`src/rtl/button_sync_debounce_pkg.sv`:
```
`default_nettype none
// ============================================================================
// button_sync_debounce_pkg : shared debounce state encoding, defaults, clog2
// Revision: 1.0
// ============================================================================
package button_sync_debounce_pkg;

   typedef enum logic [1:0] {
      ST_LOW       = 2'b00,
      ST_CONF_HIGH = 2'b01,
      ST_HIGH      = 2'b10,
      ST_CONF_LOW  = 2'b11
   } deb_state_t;

   localparam int DEFAULT_DEBOUNCE_CYCLES = 500000;
   localparam int DEFAULT_SYNC_STAGES     = 2;

   function automatic int clog2(input int value);
      int r;
      r = 0;
      for (int i = 0; i < 31; i++) begin
         if ((64'd1 << i) < 64'(value)) r = i + 1;
      end
      return r;
   endfunction

endpackage
`default_nettype wire

```
`src/rtl/button_sync_debounce_channel.sv`:
```
`default_nettype none
// ============================================================================
// debounce_channel : synchronizer + counter-based debounce FSM for one pin
// Revision: 1.0
// ============================================================================
module debounce_channel
   import button_sync_debounce_pkg::*;
#(
   parameter int DEBOUNCE_CYCLES = DEFAULT_DEBOUNCE_CYCLES,
   parameter int SYNC_STAGES     = DEFAULT_SYNC_STAGES
) (
   input  logic clk,
   input  logic rst,
   input  logic pin,
   output logic pulse,
   output logic level
);

   localparam int             CNT_W    = clog2(DEBOUNCE_CYCLES);
   localparam logic [CNT_W-1:0] CNT_LAST = CNT_W'(DEBOUNCE_CYCLES - 1);

   logic [SYNC_STAGES-1:0] sync;
   logic                   s;
   deb_state_t             state, state_nxt;
   logic [CNT_W-1:0]       cnt, cnt_nxt;
   logic                   level_nxt, pulse_nxt;

   assign s = sync[SYNC_STAGES-1];

   always_ff @(posedge clk or posedge rst) begin
      if (rst) begin
         sync  <= '0;
         state <= ST_LOW;
         cnt   <= '0;
         level <= 1'b0;
         pulse <= 1'b0;
      end else begin
         sync  <= {sync[SYNC_STAGES-2:0], pin};
         state <= state_nxt;
         cnt   <= cnt_nxt;
         level <= level_nxt;
         pulse <= pulse_nxt;
      end
   end

   // cnt counts consecutive matching samples, so it tops out at CNT_LAST
   always_comb begin
      state_nxt = state;
      cnt_nxt   = cnt;
      level_nxt = level;
      pulse_nxt = 1'b0;
      case (state)
         ST_LOW: begin
            if (s) begin
               state_nxt = ST_CONF_HIGH;
               cnt_nxt   = CNT_W'(1);
            end
         end
         ST_CONF_HIGH: begin
            if (!s) begin
               state_nxt = ST_LOW;
               cnt_nxt   = '0;
            end else if (cnt == CNT_LAST) begin
               state_nxt = ST_HIGH;
               cnt_nxt   = '0;
               level_nxt = 1'b1;
               pulse_nxt = 1'b1;
            end else begin
               cnt_nxt = cnt + CNT_W'(1);
            end
         end
         ST_HIGH: begin
            if (!s) begin
               state_nxt = ST_CONF_LOW;
               cnt_nxt   = CNT_W'(1);
            end
         end
         ST_CONF_LOW: begin
            if (s) begin
               state_nxt = ST_HIGH;
               cnt_nxt   = '0;
            end else if (cnt == CNT_LAST) begin
               state_nxt = ST_LOW;
               cnt_nxt   = '0;
               level_nxt = 1'b0;
            end else begin
               cnt_nxt = cnt + CNT_W'(1);
            end
         end
         default: begin
            state_nxt = ST_LOW;
            cnt_nxt   = '0;
         end
      endcase
   end

endmodule
`default_nettype wire

```
`src/rtl/button_sync_debounce.sv`:
```
`default_nettype none
// ============================================================================
// button_sync_debounce : four independent synchronize/debounce button channels
// Revision: 1.0
// ============================================================================
module button_sync_debounce
   import button_sync_debounce_pkg::*;
#(
   parameter int DEBOUNCE_CYCLES = DEFAULT_DEBOUNCE_CYCLES,
   parameter int SYNC_STAGES     = DEFAULT_SYNC_STAGES
) (
   input  logic       clk_50MHz,
   input  logic       rst,
   input  logic       btn_c4,
   input  logic       btn_e4,
   input  logic       btn_ab4,
   input  logic       btn_c5,
   output logic       result_c4,
   output logic       result_e4,
   output logic       result_ab4,
   output logic       result_c5,
   output logic [3:0] level
);

   logic [3:0] pins;
   logic [3:0] pulses;

   // bit order matches level: {c5, ab4, e4, c4}
   assign pins = {btn_c5, btn_ab4, btn_e4, btn_c4};

   for (genvar i = 0; i < 4; i++) begin : g_chan
      debounce_channel #(
         .DEBOUNCE_CYCLES(DEBOUNCE_CYCLES),
         .SYNC_STAGES    (SYNC_STAGES)
      ) u_chan (
         .clk  (clk_50MHz),
         .rst  (rst),
         .pin  (pins[i]),
         .pulse(pulses[i]),
         .level(level[i])
      );
   end

   assign result_c4  = pulses[0];
   assign result_e4  = pulses[1];
   assign result_ab4 = pulses[2];
   assign result_c5  = pulses[3];

endmodule
`default_nettype wire

```
`config.mk`:
```
export PLATFORM = sky130hd
export DESIGN_NAME = button_sync_debounce
export DESIGN_NICKNAME = d
export VERILOG_FILES = /design/src/rtl/button_sync_debounce_pkg.sv /design/src/rtl/button_sync_debounce_channel.sv /design/src/rtl/button_sync_debounce.sv
export SDC_FILE = /design/constraint.sdc
export NUM_CORES = 1
export LEC_CHECK = 0
export CORE_MARGIN = 4
export CORE_UTILIZATION = 50
export DETAILED_ROUTE_END_ITERATION = 12
export HOLD_SLACK_MARGIN = 0.02
export PLACE_DENSITY = 0.76
export SLEW_MARGIN = 25
export SYNTH_ARGS = -nofsm -noshare
export SYNTH_HDL_FRONTEND = slang
export SYNTH_HIERARCHICAL = 1
export SYNTH_SLANG_ARGS = --single-unit
```
`constraint.sdc`:
```
create_clock -name clk_50MHz -period 2.8 [get_ports clk_50MHz]
set_input_delay 0.56 -clock clk_50MHz [delete_from_list [all_inputs] [get_ports clk_50MHz]]
set_output_delay 0.56 -clock clk_50MHz [all_outputs]
set_load 0.03 [all_outputs]
```
==> impl_metrics.sql <==
INSERT INTO impl_metrics (metric_group, metric, value, unit) VALUES
('cts', 'clock_latency', '0.36', 'ns'),
('worst_setup_path', 'cp_max_stage_cell', 'sky130_fd_sc_hd__or4_4', ''),
('cts', 'ctsLongestPathBuffers', '2', ''),
('global_routing', 'grt_overflow_total', '0', ''),
('die', 'chipHeight', '112', 'µm'),
('timing', 'timing.slew.headroom', '0.322', ''),
('worst_setup_path', 'regToRegStartpoint', 'g_chan[0].u_chan/cnt[0]', ''),
('drt', 'detailedRoute.firstPassIterationCount', '5', ''),
('min_path', 'hold-path-cell-count', '0', ''),
('timing', 'layout_worst_path_cycle_share', '0.819', ''),
('layout', 'multi_input_area', '2660', 'µm²'),
('cts', 'cts_tree', 'yes', ''),
('timing', 'rsz_0062_raised_after_global_routing', 'no', ''),
('worst_setup_path', 'start_kind', 'flip-flop', ''),
('flow_run', 'maxCapViolations', '0', ''),
('drt', 'route.antenna.remaining_nets', '0', ''),
('yosys', 'yosysTopAreaCellShare', '0.466', ''),
('timing', 'final_hold_viol_count', '0', ''),
('min_path', 'hold_path.class', 'reg2reg', ''),
('yosys', 'avgSynthCellArea', '9.17', 'µm²'),
('layout', 'fill_cells', '887', ''),
('layout', 'antenna_cells_inserted', '0', ''),
('yosys', 'synth_largest_area_cell', 'sky130_fd_sc_hd__dfrtp_1', ''),
('placement', 'placed_cell_area', '5620', 'µm²'),
('drt', 'starting_drc_count_in_detailed_routing', '279', ''),
('layout', 'final_cell_mix', 'sky130_fd_sc_hd__dfrtp_1, sky130_fd_sc_hd__nand2_1, sky130_fd_sc_hd__nand3_1', ''),
('die', 'top_level_ports', '14', ''),
('layout', 'most_common_cell_after_layout_fill_and_taps_aside', 'sky130_fd_sc_hd__dfrtp_1', ''),
('yosys', 'synth_cells', '586', ''),
('die', 'core-area', '10400', 'µm²'),
('status', 'status', 'complete, no violations', ''),
('timing', 'holdWs', '0.354', 'ns'),
('cts', 'clk_pin_slew_worst_paths', '0.09', 'ns'),
('placement', 'count_of_buffers_inserted_at_the_top_level_ports', '13', ''),
('worst_setup_path', 'critPathTopFamily', 'simple AND/OR/NAND/NOR gates', ''),
('worst_setup_path', 'crit_path_cell_trace', 'ha_1, nand4_2, or4_4, o21ai_4, nand2_4, mux2_4', ''),
('global_routing', 'first_global_vias', '4310', ''),
('yosys', 'synth_enable_flop_cells', '0', ''),
('yosys', 'ys_ff_latch', '100', ''),
('drt', 'route.detailed.vias_per_inst', '5.89', ''),
('global_routing', 'grt_start_max_net_pins', '26', ''),
('yosys', 'synth-seq-area-share', '0.466', ''),
('die', 'die_area', '12500', 'µm²'),
('placement', 'detailedPlacementHpwl', '7530', 'µm'),
('pwr', 'leakagePower', '2.30', 'nW'),
('yosys', 'synth.area.top_cells', 'sky130_fd_sc_hd__dfrtp_1, sky130_fd_sc_hd__nand2_1, sky130_fd_sc_hd__nand3_1', ''),
('global_routing', 'track_usage', '0.189', ''),
('pwr', 'pwr_density_cell', '670', 'nW/µm²'),
('timing', 'worst-slew-pin-transition', '1.02', 'ns'),
('yosys', 'mappedNetlistArea', '5380', 'µm²'),
('yosys', 'ys_warn_count', '6', ''),
('drt', 'route.detailed.drc', '0', ''),
('die', 'initial_core_util', '0.516', ''),
('worst_setup_path', 'max_stage_delay', '0.57', 'ns'),
('global_routing', 'antenna_found_initial', '0', ''),
('timing', 'fin_tns_setup', '0', 'ns'),
('min_path', 'hold_start', 'g_chan[1].u_chan/sync[0]', ''),
('layout', 'layout-area-overhead-vs-synth', '7.45', '%'),
('worst_setup_path', 'reg2reg_setup_slack', '0.51', 'ns'),
('drt', 'post_drt_wl_per_cell', '15.3', 'µm'),
('cts', 'cts_max_level', '3', ''),
('timing', 'final_max_slew_viol_count', '0', ''),
('worst_setup_path', 'critPathArrivalTime', '2.54', 'ns'),
('layout', 'final-seq-area', '2500', 'µm²'),
('worst_setup_path', 'crit_buf_inv', '0', ''),
('pwr', 'peakVddDrop', '0.000320', 'V'),
('cts', 'post-cts-setup-buffer-count', '0', ''),
('timing', 'clock.fmax', '436', 'MHz'),
('cts', 'resized_cells_post_cts', '0', ''),
('die', 'die_width', '112', 'µm'),
('cts', 'clock_tree.root_cell', 'sky130_fd_sc_hd__clkbuf_8', '');
-- where the power goes --
| part | internal, W | switching [W] | leakage [nW] |
|---|---|---|---|
| sequential | 0.00157 | 0.000201 | 1.35 |
| combinational | 0.000461 | 0.000835 | 0.869 |
| clock | 0.000334 | 0.000467 | 0.0848 |
| total | 0.00237 | 0.00150 | 2.30 |
-- synth_stat cells (4+ instances only) --
cell type / instances
sky130_fd_sc_hd__a21oi_1: 43
sky130_fd_sc_hd__a22o_1: 7
sky130_fd_sc_hd__and2_1: 11
sky130_fd_sc_hd__and3_1: 8
sky130_fd_sc_hd__buf_6: 4
sky130_fd_sc_hd__clkbuf_1: 10
sky130_fd_sc_hd__dfrtp_1: 100
sky130_fd_sc_hd__ha_1: 4
sky130_fd_sc_hd__inv_1: 27
sky130_fd_sc_hd__mux2i_1: 8
sky130_fd_sc_hd__nand2_1: 70
sky130_fd_sc_hd__nand3_1: 50
sky130_fd_sc_hd__nand4_1: 20
sky130_fd_sc_hd__nor2_1: 36
sky130_fd_sc_hd__nor3_1: 11
sky130_fd_sc_hd__nor4b_1: 4
sky130_fd_sc_hd__o211ai_1: 5
sky130_fd_sc_hd__o21a_1: 4
sky130_fd_sc_hd__o21ai_0: 49
sky130_fd_sc_hd__or2_2: 5
sky130_fd_sc_hd__or3_1: 24
sky130_fd_sc_hd__or4_1: 5
sky130_fd_sc_hd__xor2_1: 18
-- per-stage QoR --
stage	worst slack, ns	util	cells	total power [W]
final	0.507	0.554	737	0.00387
after global routing	0.317	0.554	737	0.00415
after CTS	0.283	0.554	737	0.00388
after detailed placement	0.309	0.539	723	0.00306
after global placement	0.350	0.539	723	0.00301
after floorplan	0.786	-	586	0.00281
-- kinds of logic (layout without fill, tap and decap cells) --
family / count (synthesis) / in the layout / synth area share
xor+xnor: 19 / 19 / 0.0310
simple gates: 278 / 278 / 0.287
flops: 100 / 100 / 0.466
mux: 12 / 12 / 0.0254
buf+inv: 47 / 62 / 0.0412
compound gates: 126 / 126 / 0.141
fa+ha+maj: 4 / 4 / 0.00931
-- registers in the layout (all words and copies together), names as in the netlist, named ones only --
name                 cells
g_chan.u_chan/sync       8
g_chan.u_chan/level      4
g_chan.u_chan/cnt       76
g_chan.u_chan/pulse      4
g_chan.u_chan/state      4
-- area by class of cell --
cell class              count  area share
clock buffers              11      0.0245
well taps                 136      0.0295
inverters                  27      0.0175
multi-input cells         439       0.460
repair buffers             21      0.0329
clock inverters             3     0.00260
flip-flops and latches    100       0.433
-- layer usage --
layer,up-vias,track usage,part of all wire
li1,2125,-,-
met1,2092,0.251,0.45
met5,-,0,0
met4,0,0.0576,0.013
met2,111,0.310,0.49
met3,16,0.0408,0.042
-- worst max-delay path by stage --
stage                     cells past startpoint                  endpoint  slack (ns)
after detailed placement                      6   g_chan[3].u_chan/cnt[8]        0.31
after global routing                          6  g_chan[1].u_chan/cnt[15]        0.32
after floorplan                               7                 flip-flop        0.79
after CTS                                     6   g_chan[3].u_chan/cnt[8]        0.28
final                                         6                 flip-flop        0.51
after global placement                        6   g_chan[3].u_chan/cnt[8]        0.35
-- worst register-to-register path, stage by stage, from the launching register on --
cell	delay [ns]
sky130_fd_sc_hd__dfrtp_1	0.42
sky130_fd_sc_hd__ha_1	0.29
sky130_fd_sc_hd__nand4_2	0.15
sky130_fd_sc_hd__or4_4	0.57
sky130_fd_sc_hd__o21ai_4	0.38
sky130_fd_sc_hd__nand2_4	0.08
sky130_fd_sc_hd__mux2_4	0.30
No activity file was read; power rests on OpenSTA's default activity.
==> RTL change 1: new RTL, same settings <==
Reset style: synchronous (`rst`), changed in one clocked block.
--- a/src/rtl/button_sync_debounce_channel.sv
+++ b/src/rtl/button_sync_debounce_channel.sv
@@ -29,3 +29,3 @@
 
-   always_ff @(posedge clk or posedge rst) begin
+   always_ff @(posedge clk) begin
       if (rst) begin
Function: no difference found for any inputs over 4 cycles, from zero or initial values and one cycle with rst high; that may be too few to reach the edited logic, so the function may still have changed.
==> RTL change 1 against the original RTL <==
Setup slack better by 150 ps. Maximum frequency grew 7.2%. Highest routed layer unchanged. Sequential share of layout area shrank 6.9 points. First-iteration DRC count is 27% lower. Global-route usage fell by 0.38 points. Synthesized cell count up 1.5%. Design area down 4.9%. Sequential cell count is the same. Worst hold slack improved by 90 ps. Utilization increased by 0.25 points. Routed wire length shrank 8.8%. Synthesized area fell by 4.6%.
Power is not compared: it rests on default switching activity, and its combinational part moved more than twofold at a synthesized area within 25%.
==> RTL change 1: results (changes against the original RTL) <==
stage;metric;value;unit;change
drt;via/cell ratio;6.005;;+1.9%
worst_setup_path;flop2flop setup slack;660;ps;+150 ps
global_route;first-pass GRT wire length;18330;µm;-8.4%
sta;clock skew;11.88;ps;+5.064 ps
worst_hold_path;WHS Path Cells;1;;+1
finish;Clock buffer cells;10;;-1
finish;Signal buf overhead;2.824;%;-0.47 points
synthesis;sequential fraction of the synthesis area;39.02;%;-7.5 points
synthesis;ys async rst share;0;%;-100 points
sta;WHS;443.6;ps;+90.05 ps
finish;Repair and plain buffers;17;;-19%
floorplan;Placeable Area;0.009864;mm²;-5.3%
finish;share of cells above drive strength 1;8.955;%;-1.2 points
global_route;largest net degree at the start of global routing;29;;+12%
synthesis;Post-synth top cells;100 x dfxtp_1, 58 x nand2_1, 43 x nand3_1;;
finish;Area growth syn-to-layout;7.098;%;
synthesis;Post-Syn Nets;605;;+1.5%
worst_setup_path;Critical Path AT;2430;ps;-110 ps
place;placed cell count;720;;-0.41%
finish;comb_multi_in;454;;+3.4%
outcome;status;finished, final reports clean;;
global_route;Tot GR Track Use;18.47;%;-0.38 points
place;Area after DPL;0.005301;mm²;-5.6%
drt;routed via count;4420;;+1.7%
place;dpl ws;484.4;ps;+175.5 ps
sta;max_slew headroom;52.81;%;+21 points
place;DP HPWL;7029;µm;-6.7%
drt;wirelength, routed;10280;µm;-8.8%
drt;1st-iter DRT viols;204;;-27%
synthesis;Synth Area in XOR/XNOR;3.512;%;+0.42 points
finish;clk cell area share;3.507;%;+0.80 points
worst_setup_path;critical path startpoint;g_chan[0].u_chan/cnt[0];;
synthesis;adder-cell share of the synthesized area;0.9756;%;+0.045 points
[RTL change 1: cell count changes after synthesis, sizes merged, moves of 10 or more]
| cell | unedited run | this run |
|---|---|---|
| a31oi | 2 | 30 |
| dfrtp | 100 | 0 |
| nand2 | 76 | 58 |
| nand3b | 0 | 10 |
| or3 | 26 | 9 |
| o21ai | 56 | 29 |
| inv | 27 | 16 |
| dfxtp | 0 | 100 |
[RTL change 1: layer usage]
layer	global-route usage, %	vias to the layer above	routed length, µm
met5	0	-	0
met4	7.302	0	137
met3	2.525	9	363
met2	30.53	89	4828
met1	24.51	2089	4955
li1	-	2233	-
[RTL change 1: report_power, final]
group	leakage, nW	total [mW]	switching (mW)	internal [mW]
clock	0.0962	0.903	0.489	0.414
sequential	0.808	1.45	0.0150	1.44
combinational	1.05	0.118	0.0701	0.0477
total	1.96	2.47	0.574	1.90
==> RTL change 2: new RTL, same flow settings <==
Made on the original files. Set the package constant `DEFAULT_SYNC_STAGES` to 4 (it was 2).
--- a/src/rtl/button_sync_debounce_pkg.sv
+++ b/src/rtl/button_sync_debounce_pkg.sv
@@ -15,3 +15,3 @@
    localparam int DEFAULT_DEBOUNCE_CYCLES = 500000;
-   localparam int DEFAULT_SYNC_STAGES     = 2;
+   localparam int DEFAULT_SYNC_STAGES     = 4;
 
Formal check against the unedited RTL: no difference found for any inputs over 10 cycles, from zero or initial values and one cycle with rst high; that may be too few to reach the edited logic, so the function may still have changed.
==> RTL change 2 against the original RTL <==
Routed wire length is 6.0% lower. Utilization shrank 0.38 points. Sequential cell count increased by 8. Critical path depth unchanged. Count of clock-buffer cells in the layout increased by 1. Setup slack gained 140 ps. Synthesized area rose by 5.4%. Design area increased by 4.7%.
Power is not compared: it rests on default switching activity, and its combinational part moved more than twofold at a synthesized area within 25%.
==> RTL change 2: results (changes against the original RTL) <==
stage;metric;value;unit;change
outcome;status;finished, final reports clean;;
synthesis;count of cell types in the netlist;59;;+11%
place;Placer Congestion;0.8532;;+3.0%
synthesis;Post-Syn Nets;583;;-2.2%
sta;max_slew headroom;36.29;%;+4.1 points
clock_network;post-cts repair resize count;0;;unchanged
global_route;vias in the first global route;4173;;-3.2%
finish;share of cells above drive strength 1;12.31;%;+2.2 points
worst_hold_path;Hold WC Path Type;flop to flop;;
synthesis;Synth Warn #;6;;unchanged
synthesis;sequential fraction of the synthesis area;47.69;%;+1.1 points
finish;NumNets Final;590;;-3.0%
clock_network;Post CTS Setup Buffer Count;0;;unchanged
global_route;first-pass GRT wire length;18870;µm;-5.7%
drt;DRC viols;0;;unchanged
drt;1st-iter DRT viols;345;;+24%
global_route;initial antenna violation count;0;;unchanged
sta;clock skew;7.629;ps;+0.8117 ps
finish;Top Registers;g_chan.u_chan/cnt (76), g_chan.u_chan/sync (16);;
drt;DR pass1 iterations;5;;unchanged
place;DP HPWL;7202;µm;-4.4%
synthesis;ys async rst share;100.0;%;unchanged
synthesis;Post-Synthesis Cells;573;;-2.2%
clock_network;Root Driver;clkbuf_16;;
global_route;Tot GR Track Use;17.55;%;-1.3 points
clock_network;CTS H-tree depth;3;;unchanged
power;Leakage Power;2.465;nW;
worst_setup_path;Worst Setup Start Kind;flop;;
worst_setup_path;R2R Path Start;g_chan[1].u_chan/cnt[0];;
place;placed cell count;709;;-1.9%
clock_network;Clock Tree Buf Depth;2;;unchanged
finish;fin cells;725;;-1.6%
worst_setup_path;Critical Path AT;2430;ps;-110 ps
finish;FILL cells;946;;+6.7%
drt;routed via count;4249;;-2.2%
global_route;largest net degree at the start of global routing;28;;+7.7%
place;dpl ws;535.8;ps;+226.8 ps
clock_network;clock slew at reported path FFs;70;ps;-20 ps
worst_setup_path;maximum fanout along the worst path;15;;+1
synthesis;Post-synth top cells;108 x dfrtp_1, 75 x nand2_1, 56 x nand3_1;;
worst_hold_path;hold path start;g_chan[2].u_chan/sync[0];;
place;Area after DPL;0.005762;mm²;+2.6%
finish;n_diodes;0;;unchanged
clock_network;CTS Buf Count;9;;unchanged
clock_network;Worst-Skew Late Latency;340;ps;-20 ps
synthesis;Area contributors post-synth;dfrtp_1 48%, nand2_1 5.0%, nand3_1 4.9%;;
drt;wire per inst;14.62;µm;-4.4%
power;Peak VDD IR;607.8;µV;
drt;Routed Antenna Nets;0;;unchanged
place;port bufs;13;;unchanged
-- RTL change 2: critical path, stage by stage (launching register included) --
cell and delay (ps):
dfrtp_1 420, ha_1 250, and4_4 230, and4_1 270
a21o_4 280, or4_1 530, nand3_1 100
-- RTL change 2: path summary, 6_finish.rpt --
check                      depth (start not counted)  slack, ps                       end
min                                                0        350  g_chan[2].u_chan/sync[1]
max reg2reg                                        6        650  g_chan[1].u_chan/cnt[13]
max in group asynchronous                          3       1810   g_chan[1].u_chan/cnt[7]
max                                                6        650  g_chan[1].u_chan/cnt[13]
min in group asynchronous                          3        720  g_chan[2].u_chan/cnt[17]
min reg2reg                                        0        350  g_chan[2].u_chan/sync[1]
-- RTL change 2: metrics by stage --
stage,total power [mW],hold WS (ps)
after global placement,1.988,332.5
final,3.166,348.5
after detailed placement,2.006,334.7
after CTS,3.217,350.9
after floorplan,1.983,331.2
after global routing,3.332,357.9
-- RTL change 2: kinds of logic (layout without fill, tap and decap cells) --
kind of cell	after synthesis	after routing	synth area share, %
compound gates	132	132	15.10
xor+xnor	23	23	4.549
fa+ha+maj	4	4	0.8832
buf+inv	47	59	5.962
flops	108	108	47.69
mux	1	1	0.2649
simple gates	258	258	25.55
-- RTL change 2: layout make-up --
class	instances	area [µm²]	share of cell area (%)
clock inverters	4	32.53	0.5379
flip-flops and latches	108	2703	44.68
multi-input cells	418	2634	43.55
well taps	140	175.2	2.896
inverters	26	97.59	1.614
repair buffers	17	160.2	2.648
clock buffers	12	246.5	4.075
-- RTL change 2: power by group --
part,internal (mW),switching [mW]
logic,0.103,0.192
registers,1.61,0.0700
clock network,0.633,0.555
total,2.35,0.817
-- RTL change 2: routing by layer --
metal	global-route usage (%)	share of wire, %	vias to the layer above
met5	0	0	-
met3	4.175	3.3	20
met1	23.61	47	2048
met2	28.02	48	84
li1	-	-	2097
met4	5.859	1.7	0
